===== src/rtl/vga_timing_pkg.sv =====
// -----------------------------------------------------------------------------
// vga_timing_pkg
// Shared 640x480 @ 60 Hz raster constants (100 MHz system clock, 25 MHz pixel
// rate) and the 12-bit {R,G,B} colour palette used by the drawing controllers.
// No ports.
// -----------------------------------------------------------------------------
package vga_timing_pkg;

    // Raster timing, all counts in pixels / lines
    localparam int unsigned CLK_DIV         = 32'd4;
    localparam int unsigned H_TOTAL         = 32'd800;
    localparam int unsigned H_SYNC          = 32'd96;
    localparam int unsigned H_VIS_START     = 32'd144;
    localparam int unsigned H_VIS_END       = 32'd783;
    localparam int unsigned V_TOTAL         = 32'd525;
    localparam int unsigned V_SYNC          = 32'd2;
    localparam int unsigned V_VIS_START     = 32'd35;
    localparam int unsigned V_VIS_END       = 32'd514;
    localparam int unsigned FRAMES_PER_TICK = 32'd1;

    // 12-bit colours, {R,G,B} nibbles
    localparam logic [11:0] BLACK   = 12'h000;
    localparam logic [11:0] RED     = 12'hF00;
    localparam logic [11:0] GREEN   = 12'h0F0;
    localparam logic [11:0] YELLOW  = 12'hFF0;
    localparam logic [11:0] CYAN    = 12'h0FF;
    localparam logic [11:0] MAGENTA = 12'hF0F;
    localparam logic [11:0] ORANGE  = 12'hF80;
    localparam logic [11:0] PURPLE  = 12'h80F;
    localparam logic [11:0] BLUE    = 12'h00F;

endpackage


===== src/rtl/vga_pix_div.sv =====
// -----------------------------------------------------------------------------
// vga_pix_div
// Divides the system clock down to a one-clock pixel enable.
// Ports:
//   clk      in   system clock
//   rst      in   asynchronous active-high reset
//   pix_pre  out  combinational, high the clock before pix_en
//   pix_en   out  registered, high for 1 clk in every CLK_DIV clks; the first
//                 pulse appears CLK_DIV clks after reset release
// -----------------------------------------------------------------------------
module vga_pix_div #(
    parameter int unsigned CLK_DIV = vga_timing_pkg::CLK_DIV
) (
    input  logic clk,
    input  logic rst,
    output logic pix_pre,
    output logic pix_en
);
    import vga_timing_pkg::*;

    localparam int unsigned      DIV_W    = (CLK_DIV > 32'd1) ? $clog2(CLK_DIV) : 32'd1;
    localparam logic [DIV_W-1:0] DIV_LAST = DIV_W'(CLK_DIV - 32'd1);
    localparam logic [DIV_W-1:0] DIV_ONE  = DIV_W'(32'd1);

    logic [DIV_W-1:0] div_r;
    logic             pix_en_r;

    // The enable is the registered terminal count of the divider
    assign pix_pre = (div_r == DIV_LAST);
    assign pix_en  = pix_en_r;

    // Divider counter and registered pixel enable
    always_ff @(posedge clk or posedge rst) begin
        if (rst) begin
            div_r    <= '0;
            pix_en_r <= 1'b0;
        end else begin
            if (pix_pre) begin
                div_r <= '0;
            end else begin
                div_r <= div_r + DIV_ONE;
            end
            pix_en_r <= pix_pre;
        end
    end

endmodule


===== src/rtl/vga_timing_gen.sv =====
// -----------------------------------------------------------------------------
// vga_timing_gen
// 640x480 @ 60 Hz raster timing generator with colour pin mux and frame /
// game-tick strobes.
// Ports:
//   clk, rst          system clock, asynchronous active-high reset
//   pix_en            one-clk pixel-rate enable
//   hCount, vCount    pixel / line counters
//   bright            high inside the visible window
//   hSync, vSync      active-low syncs
//   frame_start       one-clk pulse with the pix_en that wraps to (0,0)
//   game_tick         one-clk pulse every FRAMES_PER_TICK frames
//   rgb_in            {R,G,B} colour from the drawing controller
//   vga_r/g/b         colour pins, black outside the visible window
// Build option VGA_OUT_REG_EN: when defined, hSync/vSync/bright/vga_r/g/b are
// registered on pix_en and lag the counters by one pixel.
// -----------------------------------------------------------------------------
module vga_timing_gen #(
    parameter int unsigned CLK_DIV         = vga_timing_pkg::CLK_DIV,
    parameter int unsigned H_TOTAL         = vga_timing_pkg::H_TOTAL,
    parameter int unsigned H_SYNC          = vga_timing_pkg::H_SYNC,
    parameter int unsigned H_VIS_START     = vga_timing_pkg::H_VIS_START,
    parameter int unsigned H_VIS_END       = vga_timing_pkg::H_VIS_END,
    parameter int unsigned V_TOTAL         = vga_timing_pkg::V_TOTAL,
    parameter int unsigned V_SYNC          = vga_timing_pkg::V_SYNC,
    parameter int unsigned V_VIS_START     = vga_timing_pkg::V_VIS_START,
    parameter int unsigned V_VIS_END       = vga_timing_pkg::V_VIS_END,
    parameter int unsigned FRAMES_PER_TICK = vga_timing_pkg::FRAMES_PER_TICK
) (
    input  logic        clk,
    input  logic        rst,
    output logic        pix_en,
    output logic [9:0]  hCount,
    output logic [9:0]  vCount,
    output logic        bright,
    output logic        hSync,
    output logic        vSync,
    output logic        frame_start,
    output logic        game_tick,
    input  logic [11:0] rgb_in,
    output logic [3:0]  vga_r,
    output logic [3:0]  vga_g,
    output logic [3:0]  vga_b
);
    import vga_timing_pkg::*;

    localparam logic [9:0] H_LAST  = 10'(H_TOTAL - 32'd1);
    localparam logic [9:0] V_LAST  = 10'(V_TOTAL - 32'd1);
    localparam logic [9:0] H_SYNCW = 10'(H_SYNC);
    localparam logic [9:0] V_SYNCW = 10'(V_SYNC);
    localparam logic [9:0] H_VIS_S = 10'(H_VIS_START);
    localparam logic [9:0] H_VIS_E = 10'(H_VIS_END);
    localparam logic [9:0] V_VIS_S = 10'(V_VIS_START);
    localparam logic [9:0] V_VIS_E = 10'(V_VIS_END);
    localparam logic [7:0] F_LAST  = 8'(FRAMES_PER_TICK - 32'd1);

    logic        pix_pre_s;
    logic        pix_en_s;
    logic [9:0]  h_r, v_r;
    logic [9:0]  h_nxt_s, v_nxt_s;
    logic        fs_nxt_s;
    logic        frame_start_r, game_tick_r;
    logic [7:0]  frame_cnt_r;
    logic        hsync_s, vsync_s, bright_s;
    logic [11:0] colour_s;

    vga_pix_div #(
        .CLK_DIV (CLK_DIV)
    ) u_pix_div (
        .clk     (clk),
        .rst     (rst),
        .pix_pre (pix_pre_s),
        .pix_en  (pix_en_s)
    );

    assign pix_en      = pix_en_s;
    assign hCount      = h_r;
    assign vCount      = v_r;
    assign frame_start = frame_start_r;
    assign game_tick   = game_tick_r;

    // Next counter values, advancing only on the pixel enable
    always_comb begin
        h_nxt_s = h_r;
        v_nxt_s = v_r;
        if (pix_en_s) begin
            if (h_r == H_LAST) begin
                h_nxt_s = 10'd0;
                if (v_r == V_LAST) begin
                    v_nxt_s = 10'd0;
                end else begin
                    v_nxt_s = v_r + 10'd1;
                end
            end else begin
                h_nxt_s = h_r + 10'd1;
            end
        end else begin
            h_nxt_s = h_r;
            v_nxt_s = v_r;
        end
    end

    // The strobe is registered one clock ahead so it lands on the very clk
    // whose pix_en moves the counters from the last pixel back to (0,0).
    // Looking at the next counter values keeps this right even for CLK_DIV=1.
    assign fs_nxt_s = pix_pre_s && (h_nxt_s == H_LAST) && (v_nxt_s == V_LAST);

    // Raster counters
    always_ff @(posedge clk or posedge rst) begin
        if (rst) begin
            h_r <= 10'd0;
            v_r <= 10'd0;
        end else begin
            h_r <= h_nxt_s;
            v_r <= v_nxt_s;
        end
    end

    // Frame strobe, frame counter and game tick
    always_ff @(posedge clk or posedge rst) begin
        if (rst) begin
            frame_start_r <= 1'b0;
            game_tick_r   <= 1'b0;
            frame_cnt_r   <= 8'd0;
        end else begin
            frame_start_r <= fs_nxt_s;
            game_tick_r   <= fs_nxt_s && (frame_cnt_r == F_LAST);
            if (frame_start_r) begin
                if (frame_cnt_r == F_LAST) begin
                    frame_cnt_r <= 8'd0;
                end else begin
                    frame_cnt_r <= frame_cnt_r + 8'd1;
                end
            end
        end
    end

    // Sync / visible-window decode and colour blanking from the counters
    always_comb begin
        hsync_s  = ~(h_r < H_SYNCW);
        vsync_s  = ~(v_r < V_SYNCW);
        bright_s = (h_r >= H_VIS_S) && (h_r <= H_VIS_E) &&
                   (v_r >= V_VIS_S) && (v_r <= V_VIS_E);
        if (bright_s) begin
            colour_s = rgb_in;
        end else begin
            colour_s = BLACK;
        end
    end

`ifdef VGA_OUT_REG_EN
    logic        hsync_r, vsync_r, bright_r;
    logic [11:0] colour_r;

    // Pixel-aligned output stage: captures the decode of the pixel being left
    always_ff @(posedge clk or posedge rst) begin
        if (rst) begin
            hsync_r  <= 1'b0;
            vsync_r  <= 1'b0;
            bright_r <= 1'b0;
            colour_r <= BLACK;
        end else if (pix_en_s) begin
            hsync_r  <= hsync_s;
            vsync_r  <= vsync_s;
            bright_r <= bright_s;
            colour_r <= colour_s;
        end
    end

    assign hSync  = hsync_r;
    assign vSync  = vsync_r;
    assign bright = bright_r;
    assign vga_r  = colour_r[11:8];
    assign vga_g  = colour_r[7:4];
    assign vga_b  = colour_r[3:0];
`else
    assign hSync  = hsync_s;
    assign vSync  = vsync_s;
    assign bright = bright_s;
    assign vga_r  = colour_s[11:8];
    assign vga_g  = colour_s[7:4];
    assign vga_b  = colour_s[3:0];
`endif

endmodule


===== config.mk =====
export PLATFORM = sky130hd
export DESIGN_NAME = vga_timing_gen
export DESIGN_NICKNAME = d
export VERILOG_FILES = /design/src/rtl/vga_timing_pkg.sv /design/src/rtl/vga_pix_div.sv /design/src/rtl/vga_timing_gen.sv
export SDC_FILE = /design/constraint.sdc
export NUM_CORES = 1
export LEC_CHECK = 0
export CAP_MARGIN = 20
export CORE_MARGIN = 2
export CORE_UTILIZATION = 53
export CTS_BUF_LIST = sky130_fd_sc_hd__clkbuf_16
export CTS_CLUSTER_SIZE = 30
export DETAILED_ROUTE_END_ITERATION = 7
export GPL_ROUTABILITY_DRIVEN = 0
export PLACE_DENSITY = 0.86
export SLEW_MARGIN = 10
export SYNTH_ARGS = -nofsm -noshare
export SYNTH_HDL_FRONTEND = slang
export SYNTH_SLANG_ARGS = --single-unit

===== constraint.sdc =====
create_clock -name clk -period 6.2 [get_ports clk]
set_input_delay 1.24 -clock clk [delete_from_list [all_inputs] [get_ports clk]]
set_output_delay 1.24 -clock clk [all_outputs]
set_load 0.02 [all_outputs]

After elaboration in Yosys (flattened, before gate mapping)
Cells that the tools add are included.
- $lt $le $gt $ge: 6
- eq/ne operators: 5
- bitwise gates (word level): 2
- muxes and demuxes: 8
- $add $sub $neg: 4
- reduce and logical (&&, ||, !) cells: 7
- operators by type and width (operator ; number):
    two-way mux 10 bit ; 5
    == test 10 bit, second input constant ; 4
    adder 10 x 1 -> 10 bit, second input constant ; 2
    <= comparator 10 bit, second input constant ; 2
    two-way mux 12 bit ; 1
    greater-or-equal comparator 10 x 6 -> 1 bit, second input constant ; 1
    greater-or-equal comparator 10 x 8 -> 1 bit, second input constant ; 1
    less-than comparator 10 x 2 -> 1 bit, second input constant ; 1
    less-than comparator 10 x 7 -> 1 bit, second input constant ; 1
    adder 8 x 1 -> 8 bit, second input constant ; 1
    logical NOT 8 bit ; 1
    two-way mux 8 bit ; 1
    logical AND 1 bit ; 6
    adder 2 x 1 -> 2 bit, second input constant ; 1
    == test 2 bit, second input constant ; 1
    two-way mux 2 bit ; 1
    NOT 1 bit ; 2
- input port bits: 14
- word-level logic and storage cells: 39
- output and inout bits: 38
- register bits after elaboration: 33

Longest topological paths before layout
- depth after elaboration: 7
- depth in mapped cells: 8
- gate-level depth less buffers: 7

Cells and area by module
Synthesis repeated with hierarchy kept, for this count alone.
- cell total of the unflattened synthesis: 229
- area, all modules: 2182.1 um2
- modules (own cells, without submodules) (module ; seq. area each (um2) ; cells an instance ; area an instance (um2) ; times used):
    vga_timing_gen ; 750.7 ; 223 ; 2087.0 ; 1
    vga_pix_div ; 75.1 ; 6 ; 95.1 ; 1

Worst setup path after synthesis
No wires, ideal clock.
- path type: reg2out
- from: register v_r[0], in the netlist vCount[0]
- to: output port vga_b[2]
- data required time: 4.960 ns
- arrival time: 2.187 ns
- buffers on the path: 1
- stages on the path, launching flop included: 9
- path slack: 2.773 ns
- cell sequence: dfrtp_1 ha_1 or4_1 o21ai_0 a21oi_1 a41oi_1 a311oi_1 clkbuf_1 and2_1
- cells in the longest elaborated chain, start to end: 4
- elaborated cells between the ends (all ways): 5
- those cells by class: order compare: 2; mux: 1; reduce/logical: 2
- RTL lines (item ; RTL line ; text):
    from (decl) ; vga_timing_gen.sv:59 ; logic [9:0] h_r, v_r;
    from (signal assigned) ; vga_timing_gen.sv:115 ; v_r <= v_nxt_s;
    greater-or-equal comparator 10 x 6 -> 1 bit ; vga_timing_gen.sv:143 ; (v_r >= V_VIS_S) && (v_r <= V_VIS_E);
    logical AND 1 bit ; vga_timing_gen.sv:142 ; bright_s = (h_r >= H_VIS_S) && (h_r <= H_VIS_E) &&
    logical AND 1 bit (*) ; vga_timing_gen.sv:143 ;
    named net bright ; vga_timing_gen.sv:35 ; output logic bright,
    two-way mux 12 bit (*) ; vga_timing_gen.sv:144 ; if (bright_s) begin
    to (decl) ; vga_timing_gen.sv:43 ; output logic [3:0] vga_b
Mark *: on every way through the listed nets, which the timed path passes. The rest lies on a longest branch.

Worst setup path after layout
- from: register v_r[0], in the netlist vCount[0]
- to: output port vga_b[3]
- cells in the longest elaborated chain, start to end: 4
- elaborated cells between the ends (all ways): 5
- those cells by class: order compare: 2; mux: 1; reduce/logical: 2
- RTL lines (item ; RTL line):
    greater-or-equal comparator 10 x 6 -> 1 bit ; vga_timing_gen.sv:143
    logical AND 1 bit ; vga_timing_gen.sv:142
    logical AND 1 bit (*) ; vga_timing_gen.sv:143
    two-way mux 12 bit (*) ; vga_timing_gen.sv:144
Every way passes the cells marked *; elsewhere a longest branch is shown, timed or not.

==> key figures <==
Die
  • # IOs: 52
  • Die Y: 66.00 µm
  • Die area: 4355 µm²
  • Die X: 66.00 µm
  • Initial core utilization: 0.5522
  • Core Region: 3689 µm²
  • Rows: 22

Synthesis
  • Nets in the synthesized netlist: 250
  • Post-synthesis instance total: 228
  • Synthesized area: 2037 µm²
  • Ys async rst share: 1.000
  • Syn_area_per_cell: 8.934 µm²
  • Register bit count reported by yosys: 33
  • Unique masters post-synth: 44
  • Most common flop cell mapped by yosys: dfrtp_1
  • EDFF count, synth: 0
  • Syn. warnings: 0
  • Seq/Total Area, Yosys: 0.4054

Route
  • DR vias: 1888
  • First-pass iteration count of the detailed router: 4
  • DR vias/cell: 5.863
  • Met1 wire length: 2061 µm
  • Met2 WL: 2417 µm
  • Total routed wirelength: 4790 µm
  • Met3 WL: 258 µm
  • Post-DR wirelength/cell: 14.88 µm
  • Antenna Violating Nets Remaining: 0
  • DR top layer: met4
  • Starting DRC count in detailed routing: 183
  • Post-route DRC violation count: 0

Setup path
  • Largest stage delay, worst path: 620 ps
  • Worst flop-to-flop path endpoint: game_tick
  • Crit path launch type: register
  • Slowest CP cell: clkdlybuf4s50_1
  • Worst Reg-to-Reg Cells: 7
  • Nature of the critical path endpoint: primary output
  • CP Class: reg2out
  • Critical R2R Launch: hCount[0]
  • R2R Setup Slk: 3160 ps
  • Critical path peak fanout: 13
  • Crit path cell chain: ha_1 > or4_1 > o21ai_0 > a21oi_1 > a41oi_1 > a311oi_2 > and2_1 > clkdlybuf4s50_1
  • WP data required: 4960 ps
  • Critical path arrival: 2970 ps

Final layout
  • Fin cells: 322
  • Share of post-route cells with drive strength above 1: 0.04745
  • Antenna fix cells: 0
  • Syn-to-layout area delta: 33.84%
  • Final core occ: 0.7391
  • # fillers: 291
  • Nets: 296

Placed design
  • DP Worst Slack: 2016 ps
  • Final HPWL DP: 3269 µm
  • IO buf count: 51
  • DP Cell Count: 315

STA
  • Fin crit share: 0.6789
  • Max Clock Freq: 0.2376 GHz
  • RSZ-0062 raised after global routing: no
  • Fin. max-slew vios: 0
  • Setup TNS: 0 ps
  • Worst Tran Pin Value: 669.4 ps
  • Final Hold Vio Count: 0
  • Setup WS post-layout: 1991 ps
  • Slew HR: 0.5537
  • Final setup viols: 0
  • Final min period: 4209 ps
  • Final clock skew: 2.357 ps

GRT
  • GRT Util Overall: 0.2381
  • GRT overflow: 0
  • Number of global-route vias before repair: 1699
  • Largest net degree at the start of global routing: 34
  • Initial antenna violation count: 0
  • First-pass GRT wire length: 7976 µm

Hold path
  • Worst Hold Class: reg2reg
  • Hold Path Origin: u_pix_div.div_r[0]
  • Hold path depth: 1
  • WHS Endpoint: u_pix_div.div_r[0]

Clocking
  • Worst skew pair latency: 270 ps
  • CTS tree: built
  • Clk buf depth: 2
  • H-tree depth: 2
  • Clock transition at path regs: 50 ps
  • Clk root buf: clkbuf_16
  • CTS buffer count: 5
  • Cts repair resizes: 0
  • Clk sinks: 33
  • Hold buffer count at cts: 0
  • Setup bufs post-CTS: 0

Pwr
  • Reg power frac: 0.431
  • Pwr/cell area: 183.6 nW/µm²
  • Clock network fraction of total power: 0.544
  • IR drop worst, VDD: 0.09715 mV
  • Sw Ratio: 0.1821
  • P_leak: 1.125 nW
  • Power share of the combinational group: 0.025
  • Pint: 0.4094 mW
  • Sw power: 0.09117 mW

Outcome
  • Outcome: complete, no violations

Flow run
  • Max-cap violations: 0
[per-layer routing]
metal / GRT usage / vias to the layer above
li1: - / 910
met1: 0.3076 / 913
met2: 0.3914 / 60
met3: 0.05281 / 5
met4: 0.08673 / 0
met5: 0 / -
[how the worst max path moves through the flow]
stage                     startpoint        to  slack (ps)  cells past startpoint
after global routing       vCount[0]  vga_b[3]        1810                      8
after floorplan            vCount[0]  vga_b[2]        2770                      8
after detailed placement   vCount[0]  vga_b[3]        2020                      8
final                      vCount[0]  vga_b[3]        1990                      8
after global placement     vCount[0]  vga_b[3]        2050                      8
after CTS                  vCount[0]  vga_b[1]        1710                      8
[Yosys cell counts, drive strengths merged (4+ instances only)]
master,instances,area (µm²)
and2,13,81.33
nand2,22,82.58
nand4,8,65.06
ha,8,100.1
and3,5,31.28
xor2,5,43.79
buf,4,25.02
nor4,6,37.54
dfrtp,33,825.8
xnor2,11,96.34
nand3,10,50.05
clkbuf,10,37.54
o21a,4,30.03
and4,4,35.03
nor3,8,40.04
nor2,14,52.55
a21oi,4,20.02
o21ai,15,75.07
inv,12,45.04
[flip-flops by register name, summed over array words and instances (netlist names)]
| signal | cells |
|---|---|
| hCount | 10 |
| game_tick | 1 |
| frame_cnt_r | 8 |
| vCount | 10 |
| u_pix_div.pix_en | 1 |
| frame_start | 1 |
| u_pix_div.div_r | 2 |
[critical path, delay by kind of cell, from the launching register on]
family	cells	cell delay, ps
AND/OR/NAND/NOR	2	380
flip-flops	1	470
buffers and inverters	1	620
adder cells (fa/ha/maj)	1	320
AO/OA/AOI/OAI	4	880
[cells in the final DEF, fill, tap and decap left out, types with 4 or more instances in the layout]
cell and instances:
clkdlybuf4s50_1 51, and3_1 5, clkbuf_16 5, inv_1 12, nor2_1 14, xor2_1 5, nor3_1 8, ha_1 8
xnor2_1 11, o21a_1 4, and2_1 13, a21oi_1 4, o21ai_0 15, nand3_1 10, nand2_1 22, and4_1 4
nand4_1 7, nor4_1 6, dfrtp_1 33
[layout make-up]
cell class                      instances  area, µm²  share of cell area
Sequential cell                        33      825.8              0.3029
Clock buffer                            5      125.1             0.04589
Clock inverter                          2      35.03             0.01285
Inverter                               12      45.04             0.01652
Timing Repair Buffer                   53      525.5              0.1927
Multi-Input combinational cell        169       1110              0.4071
Tap cell                               48      60.06             0.02203
[metrics by stage]
stage	power (mW)	hold WS [ps]	area, µm²
after floorplan	0.2225	403.1	2037
after global placement	0.2318	414.3	2560
after detailed placement	0.2321	422.9	2560
after CTS	0.5052	432.4	2720
after global routing	0.5144	447.6	2726
final	0.5005	425.8	2726
[power by group through the flow]
stage	Combinational (mW)	Clock (mW)	Sequential [mW]
floorplan	0.00323	0	0.219
global placement	0.0125	0	0.219
detailed placement	0.0127	0	0.219
CTS	0.0129	0.277	0.216
global route	0.0140	0.285	0.215
finish	0.0124	0.272	0.216
[logic make-up after synthesis]
group / share of synthesized area
AOI/OAI and AO/OA: 0.1284
xor gates and xnor gates: 0.06879
adders and majority gates: 0.04914
buffers and inverters: 0.05282
DFF: 0.4054
and+or+nand+nor: 0.2955
No activity file was read; power rests on OpenSTA's default activity.
